**src/rtl/sys_ctrl_seq_if.sv**
```systemverilog
// Sequencer-to-datapath bus: register file read port, ALU control/result and UART TX handshake.
interface sys_ctrl_seq_if #(
  parameter int unsigned WIDTH      = 8,
  parameter int unsigned ADDR       = 4,
  parameter int unsigned ALU_FUN_WD = 4
);
  logic                   RdEn;
  logic [ADDR-1:0]        Address;
  logic [WIDTH-1:0]       RdData;
  logic                   RdData_Valid;
  logic [WIDTH-1:0]       ALU_A;
  logic [WIDTH-1:0]       ALU_B;
  logic [ALU_FUN_WD-1:0]  ALU_FUN;
  logic                   ALU_EN;
  logic [2*WIDTH-1:0]     ALU_OUT;
  logic                   ALU_OUT_VLD;
  logic [WIDTH-1:0]       TX_P_DATA;
  logic                   TX_D_VLD;
  logic                   TX_BUSY;

  modport master (
    output RdEn, Address, ALU_A, ALU_B, ALU_FUN, ALU_EN, TX_P_DATA, TX_D_VLD,
    input  RdData, RdData_Valid, ALU_OUT, ALU_OUT_VLD, TX_BUSY
  );

  modport slave (
    input  RdEn, Address, ALU_A, ALU_B, ALU_FUN, ALU_EN, TX_P_DATA, TX_D_VLD,
    output RdData, RdData_Valid, ALU_OUT, ALU_OUT_VLD, TX_BUSY
  );
endinterface

```
**src/rtl/sys_ctrl_seq.sv**
```systemverilog
// System controller sequencer: reads A, B and NUM_CFG config bytes, runs one ALU op per
// config nibble and streams each 2*WIDTH-bit result to the UART, LS byte first.
module sys_ctrl_seq #(
  parameter int unsigned WIDTH      = 8,
  parameter int unsigned ADDR       = 4,
  parameter int unsigned ALU_FUN_WD = 4,
  parameter int unsigned NUM_CFG    = 2,
  parameter int unsigned CFG_BASE   = 2,
  parameter int unsigned TIMEOUT    = 64
) (
  input  logic           CLK,
  input  logic           RST,
  input  logic           CONTROL_EN,
  sys_ctrl_seq_if.master bus,
  output logic           BUSY,
  output logic           DONE,
  output logic           ERR
);
  localparam int unsigned NUM_OPS = 2 * NUM_CFG;
  localparam int unsigned KW      = $clog2(NUM_OPS + 1);
  localparam int unsigned RW      = $clog2(NUM_CFG + 2);
  localparam int unsigned TW      = (TIMEOUT > 2) ? $clog2(TIMEOUT) : 1;
  localparam int unsigned LAST_RD = NUM_CFG + 1;

  typedef enum logic [2:0] {
    IDLE, RD, RDW, OP, ALU_W, TX_WAIT, TX_HOLD, FIN
  } state_t;

  state_t             state;
  logic               en_q;
  logic [KW-1:0]      k;
  logic [RW-1:0]      rd_idx;
  logic [TW-1:0]      tmo;
  logic               byte_sel;
  logic [WIDTH-1:0]   cfg [NUM_CFG];
  logic [2*WIDTH-1:0] res;

  logic [WIDTH-1:0]      cfg_cur;
  logic [ALU_FUN_WD-1:0] fun_cur;
  logic [RW-1:0]         rd_nxt;
  logic [ADDR-1:0]       addr_nxt;
  logic                  tmo_hit;

  // Function code for op k: config byte k/2, low nibble on even k, high nibble on odd k.
  always_comb begin
    cfg_cur = '0;
    for (int i = 0; i < int'(NUM_CFG); i++) begin
      if (k[KW-1:1] == (KW-1)'(i)) cfg_cur = cfg[i];
    end
    fun_cur  = k[0] ? cfg_cur[ALU_FUN_WD +: ALU_FUN_WD] : cfg_cur[ALU_FUN_WD-1:0];
    rd_nxt   = rd_idx + RW'(1);
    addr_nxt = (rd_nxt < RW'(2)) ? ADDR'(rd_nxt) : ADDR'(CFG_BASE + 32'(rd_nxt) - 32'd2);
    tmo_hit  = (tmo == TW'(TIMEOUT - 1));
  end

  always_ff @(posedge CLK) begin
    if (!RST) begin
      state         <= IDLE;
      en_q          <= 1'b0;
      k             <= '0;
      rd_idx        <= '0;
      tmo           <= '0;
      byte_sel      <= 1'b0;
      res           <= '0;
      for (int i = 0; i < int'(NUM_CFG); i++) cfg[i] <= '0;
      bus.RdEn      <= 1'b0;
      bus.Address   <= '0;
      bus.ALU_A     <= '0;
      bus.ALU_B     <= '0;
      bus.ALU_FUN   <= '0;
      bus.ALU_EN    <= 1'b0;
      bus.TX_P_DATA <= '0;
      bus.TX_D_VLD  <= 1'b0;
      BUSY          <= 1'b0;
      DONE          <= 1'b0;
      ERR           <= 1'b0;
    end else begin
      en_q       <= CONTROL_EN;
      bus.RdEn   <= 1'b0;
      bus.ALU_EN <= 1'b0;
      DONE       <= 1'b0;
      case (state)
        IDLE: begin
          if (CONTROL_EN && !en_q) begin
            ERR         <= 1'b0;
            BUSY        <= 1'b1;
            k           <= '0;
            rd_idx      <= '0;
            bus.Address <= '0;
            bus.RdEn    <= 1'b1;
            state       <= RD;
          end
        end
        RD: begin
          tmo   <= '0;
          state <= RDW;
        end
        RDW: begin
          if (bus.RdData_Valid) begin
            if (rd_idx == RW'(0)) bus.ALU_A <= bus.RdData;
            if (rd_idx == RW'(1)) bus.ALU_B <= bus.RdData;
            for (int i = 0; i < int'(NUM_CFG); i++) begin
              if (rd_idx == RW'(i + 2)) cfg[i] <= bus.RdData;
            end
            if (rd_idx == RW'(LAST_RD)) begin
              state <= OP;
            end else begin
              rd_idx      <= rd_nxt;
              bus.Address <= addr_nxt;
              bus.RdEn    <= 1'b1;
              state       <= RD;
            end
          end else if (tmo_hit) begin
            ERR   <= 1'b1;
            BUSY  <= 1'b0;
            state <= IDLE;
          end else begin
            tmo <= tmo + TW'(1);
          end
        end
        OP: begin
          bus.ALU_FUN <= fun_cur;
          bus.ALU_EN  <= 1'b1;
          tmo         <= '0;
          state       <= ALU_W;
        end
        ALU_W: begin
          if (bus.ALU_OUT_VLD) begin
            res      <= bus.ALU_OUT;
            byte_sel <= 1'b0;
            state    <= TX_WAIT;
          end else if (tmo_hit) begin
            ERR   <= 1'b1;
            BUSY  <= 1'b0;
            state <= IDLE;
          end else begin
            tmo <= tmo + TW'(1);
          end
        end
        TX_WAIT: begin
          if (!bus.TX_BUSY) begin
            bus.TX_D_VLD  <= 1'b1;
            bus.TX_P_DATA <= byte_sel ? res[WIDTH +: WIDTH] : res[WIDTH-1:0];
            state         <= TX_HOLD;
          end
        end
        // TX_BUSY sampled high is the UART's accept of the presented byte.
        TX_HOLD: begin
          if (bus.TX_BUSY) begin
            bus.TX_D_VLD <= 1'b0;
            if (byte_sel) begin
              k     <= k + KW'(1);
              state <= ((32'(k) + 32'd1) < NUM_OPS) ? OP : FIN;
            end else begin
              byte_sel <= 1'b1;
              state    <= TX_WAIT;
            end
          end
        end
        FIN: begin
          DONE  <= 1'b1;
          BUSY  <= 1'b0;
          state <= IDLE;
        end
        default: state <= IDLE;
      endcase
    end
  end
endmodule

```
**src/flat_wrapper.sv**
```systemverilog
// flat-port wrapper written by rule: the top's interface ports become plain ports
module sys_ctrl_seq_flat 
#(
  parameter int unsigned WIDTH      = 8,
  parameter int unsigned ADDR       = 4,
  parameter int unsigned ALU_FUN_WD = 4,
  parameter int unsigned NUM_CFG    = 2,
  parameter int unsigned CFG_BASE   = 2,
  parameter int unsigned TIMEOUT    = 64
)
  (CLK, RST, CONTROL_EN, BUSY, DONE, ERR, bus_RdEn, bus_Address, bus_ALU_A, bus_ALU_B, bus_ALU_FUN, bus_ALU_EN, bus_TX_P_DATA, bus_TX_D_VLD, bus_RdData, bus_RdData_Valid, bus_ALU_OUT, bus_ALU_OUT_VLD, bus_TX_BUSY);
  sys_ctrl_seq_if #(.WIDTH(WIDTH), .ADDR(ADDR), .ALU_FUN_WD(ALU_FUN_WD)) bus_i ();
  input  logic CLK;
  input  logic RST;
  input  logic CONTROL_EN;
  output logic BUSY;
  output logic DONE;
  output logic ERR;
  output wire logic [$bits(bus_i.RdEn)-1:0] bus_RdEn;
  output wire logic [$bits(bus_i.Address)-1:0] bus_Address;
  output wire logic [$bits(bus_i.ALU_A)-1:0] bus_ALU_A;
  output wire logic [$bits(bus_i.ALU_B)-1:0] bus_ALU_B;
  output wire logic [$bits(bus_i.ALU_FUN)-1:0] bus_ALU_FUN;
  output wire logic [$bits(bus_i.ALU_EN)-1:0] bus_ALU_EN;
  output wire logic [$bits(bus_i.TX_P_DATA)-1:0] bus_TX_P_DATA;
  output wire logic [$bits(bus_i.TX_D_VLD)-1:0] bus_TX_D_VLD;
  input wire logic [$bits(bus_i.RdData)-1:0] bus_RdData;
  input wire logic [$bits(bus_i.RdData_Valid)-1:0] bus_RdData_Valid;
  input wire logic [$bits(bus_i.ALU_OUT)-1:0] bus_ALU_OUT;
  input wire logic [$bits(bus_i.ALU_OUT_VLD)-1:0] bus_ALU_OUT_VLD;
  input wire logic [$bits(bus_i.TX_BUSY)-1:0] bus_TX_BUSY;
  assign bus_RdEn = bus_i.RdEn;
  assign bus_Address = bus_i.Address;
  assign bus_ALU_A = bus_i.ALU_A;
  assign bus_ALU_B = bus_i.ALU_B;
  assign bus_ALU_FUN = bus_i.ALU_FUN;
  assign bus_ALU_EN = bus_i.ALU_EN;
  assign bus_TX_P_DATA = bus_i.TX_P_DATA;
  assign bus_TX_D_VLD = bus_i.TX_D_VLD;
  assign bus_i.RdData = bus_RdData;
  assign bus_i.RdData_Valid = bus_RdData_Valid;
  assign bus_i.ALU_OUT = bus_ALU_OUT;
  assign bus_i.ALU_OUT_VLD = bus_ALU_OUT_VLD;
  assign bus_i.TX_BUSY = bus_TX_BUSY;
  sys_ctrl_seq #(.WIDTH(WIDTH), .ADDR(ADDR), .ALU_FUN_WD(ALU_FUN_WD), .NUM_CFG(NUM_CFG), .CFG_BASE(CFG_BASE), .TIMEOUT(TIMEOUT)) u_core (.CLK(CLK), .RST(RST), .CONTROL_EN(CONTROL_EN), .bus(bus_i), .BUSY(BUSY), .DONE(DONE), .ERR(ERR));
endmodule
```
**config.mk**
```make
export PLATFORM = sky130hd
export DESIGN_NAME = sys_ctrl_seq_flat
export DESIGN_NICKNAME = d
export VERILOG_FILES = /design/src/rtl/sys_ctrl_seq_if.sv /design/src/rtl/sys_ctrl_seq.sv /design/src/flat_wrapper.sv
export SDC_FILE = /design/constraint.sdc
export NUM_CORES = 1
export LEC_CHECK = 0
export CORE_UTILIZATION = 51
export DETAILED_ROUTE_END_ITERATION = 8
export PLACE_DENSITY_LB_ADDON = 0.12
export SLEW_MARGIN = 20
export SYNTH_ARGS = -nofsm -noshare
export SYNTH_HDL_FRONTEND = slang
export SYNTH_SLANG_ARGS = --single-unit
```
**constraint.sdc**
```tcl
create_clock -name CLK -period 1.9 [get_ports CLK]
set_clock_uncertainty 0.1 [all_clocks]
set_input_delay 0.38 -clock CLK [delete_from_list [all_inputs] [get_ports CLK]]
set_output_delay 0.38 -clock CLK [all_outputs]
set_load 0.01 [all_outputs]
```
==> results of run 1 <==
-- kinds of logic after synthesis --
| group | count (synthesis) |
|---|---|
| other | 1 |
| XOR/XNOR | 1 |
| AND/OR/NAND/NOR | 145 |
| adder cells (fa/ha/maj) | 6 |
| buffers and inverters | 34 |
| multiplexers | 15 |
| AO/OA/AOI/OAI | 90 |
| flip-flops | 82 |
-- stage by stage --
stage	instance area [um^2]	cells	TNS, ps
after floorplan	3490	375	0
after global placement	4440	526	-933
after detailed placement	4440	526	-1810
after CTS	4640	542	0
after global routing	4650	542	0
final	4650	542	0
-- area by class of cell --
type,count,area [um^2],area share (%)
Clock buffer,11,145,3.12
Inverter,10,37.5,0.808
Timing Repair Buffer,98,963,20.7
Sequential cell,82,1800,38.8
Multi-Input combinational cell,259,1540,33.1
Tap cell,77,96.3,2.07
Clock inverter,5,61.3,1.32
-- power by group --
group          internal (mW)  switching (mW)  leakage, nW
Combinational          0.148           0.129        0.865
Sequential              1.79          0.0132        0.698
Clock                  0.666           0.644        0.104
Total                   2.61           0.787         1.67
-- worst paths after layout --
path,end,slack (ps),cells after the start
max,bus_Address[1],110,1
min,u_core.res[5],360,2
max reg2reg,u_core.ERR,210,5
min reg2reg,u_core.res[5],360,2
-- state kept, by name, indices dropped and copies added (netlist names) --
| register | cells |
|---|---|
| u_core.BUSY | 1 |
| u_core.DONE | 1 |
| u_core.ERR | 1 |
| u_core.bus.ALU_A | 8 |
| u_core.bus.ALU_B | 8 |
| u_core.bus.ALU_EN | 1 |
| u_core.bus.ALU_FUN | 4 |
| u_core.bus.Address | 1 |
| u_core.bus.RdEn | 1 |
| u_core.bus.TX_D_VLD | 1 |
| u_core.bus.TX_P_DATA | 8 |
| u_core.byte_sel | 1 |
| u_core.cfg | 16 |
| u_core.en_q | 1 |
| u_core.k | 3 |
| u_core.rd_idx | 1 |
| u_core.res | 16 |
| u_core.state | 3 |
| u_core.tmo | 6 |
-- timing repair --
action | in CTS | in global routing
hold buffers | 0 | 0
endpoints found under the setup margin | 0 | 2
resized for setup | 0 | 2
endpoints found under the hold margin | 0 | 0
-- metal layers --
layer | part of all wire [%] | up-vias | routed length [um] | global-route usage [%]
met1 | 44 | 1387 | 3610 | 31.8
li1 | - | 1495 | - | -
met5 | 0 | - | 0 | 0
met2 | 48 | 92 | 3940 | 39.5
met4 | 1.5 | 0 | 122 | 10.2
met3 | 5.9 | 11 | 481 | 5.90
-- cell usage after synthesis (6+ instances only) --
master	count	area [um^2]
dfxtp_1	66	1320
nand2_1	58	218
a21oi_1	47	235
nor2_1	27	101
nand3_1	21	105
clkbuf_1	17	63.8
edfxtp_1	16	480
mux2i_1	11	110
o21ai_0	11	55.1
and2_1	10	62.6
inv_1	9	33.8
a211oi_1	8	60.1
ha_1	6	75.1
==> impl_metrics.toml, run 1 <==
[status]
outcome = "finished with violations"
violations = "DRC"

[placed_design]
gp_congestion = 0.879
place_hpwl_mm = 5.81
port-buffer-count = 65
dp_slack_ps = -146

[global_routing]
grt_pass1_wl_mm = 13.6
grt.total_usage_pct = 24.5
grt_start_max_net_pins = 27
overflow = 0
grt_antenna_before_repair = 0
grt_pass1_vias = 2874

[critical_path]
r2r_start = "u_core.tmo[0]"
critPathArrivalTime_ps = 1310
startpoint_type = "flop"
path_cells = "clkdlybuf4s50_1"
crit_family = "buffers and inverters"
cp.required_ps = 1420
setup.worst_path.class = "flop to output pin"
cp.buffers_inverters = 1
critPathCaptureType = "output pin"
cp_max_fo = 5
crit_slowest_cell = "clkdlybuf4s50_1"
startpoint = "u_core.bus.Address[1]"
cpPeakStageDelay_ps = 570

[route]
drt_iter0_drc = 184
via_per_inst = 5.51
drt_first_pass_iters = 6
ant_nets = 0
via_count = 2985
routed_wirelength_mm = 8.15
drc = 2
wl_per_cell_um = 15.0

[floorplanning]
die_w_um = 84.6
core_um2 = 6460
io_pins = 68
start_util_pct = 53.9
num_rows = 29
chipHeight_um = 84.6
die_area_um2 = 7160

[cells_and_area]
nFillCells = 509
final_common_cell = "dfxtp_1"
final_cell_mix = "65 x dfxtp_1, 64 x clkdlybuf4s50_1, 58 x nand2_1"
final_util_pct = 71.9
diodes = 0
syn_to_final_growth_pct = 33.5
nets = 496
drive_gt1_share_pct = 12.9

[logic_synthesis]
synth_top_family_by_area = "simple AND/OR/NAND/NOR gates"
synth_compound_area_share_pct = 15.6
netlist_area_um2 = 3480
ys_seq_area_share_pct = 51.7
ys_types = 50
avgSynthCellArea_um2 = 9.31
synthSimpleGateAreaFrac_pct = 20.3
yosysWarnings = 0
synth.area.mux_share_pct = 5.75
synth_fa_ha_area_share_pct = 2.16
ys.flop_type = "dfxtp_1"
synth-xor-area-share_pct = 0.252
synth.ff_latch_count = 82
synth_cells = 374
ys_async_sr_fraction_pct = 0
synth-edff-count = 16

[timing]
rsz0062_at_grt = "false"
timing.final.ws_setup_ps = 107
hold_viol_final = 0
setup_viol = 0
fin_crit_sh_pct = 94.4
min_period_ps = 1790
report.final.slew_viol_count = 0
clock.fmax_ghz = 0.558
hold_ws_ps = 357

[flow_run]
maxCapViolations = 0

[pwr]
ir_drop_mv = 0.570
power_density_nw_per_um2 = 730
fin_total_pwr_mw = 3.39
power_leakage_nw = 1.67

[clock_network]
clock_path_buffers = 2
numCtsBuffers = 9
cts_max_level = 3
cts_tree = "built"
clk_pin_slew_worst_paths_ps = 90
clkLatencyLatePin_ps = 360
clock-root-buffer = "clkbuf_8"
clock-sinks = 82
post_cts_buffers = 0

[hold_path]
hp-class = "flop to flop"
min_from = "u_core.res[5]"
No activity file was read; power rests on OpenSTA's default activity.
==> run 2: changes to the inputs <==
--- a/config.mk
+++ b/config.mk
@@ -8,7 +8,6 @@
 export CORE_UTILIZATION = 51
 export DETAILED_ROUTE_END_ITERATION = 8
 export PLACE_DENSITY_LB_ADDON = 0.12
-export SLEW_MARGIN = 20
 export SYNTH_ARGS = -nofsm -noshare
 export SYNTH_HDL_FRONTEND = slang
 export SYNTH_SLANG_ARGS = --single-unit
==> results of run 2 <==
Final layout, timing and power as in run 1 (identical DEF).
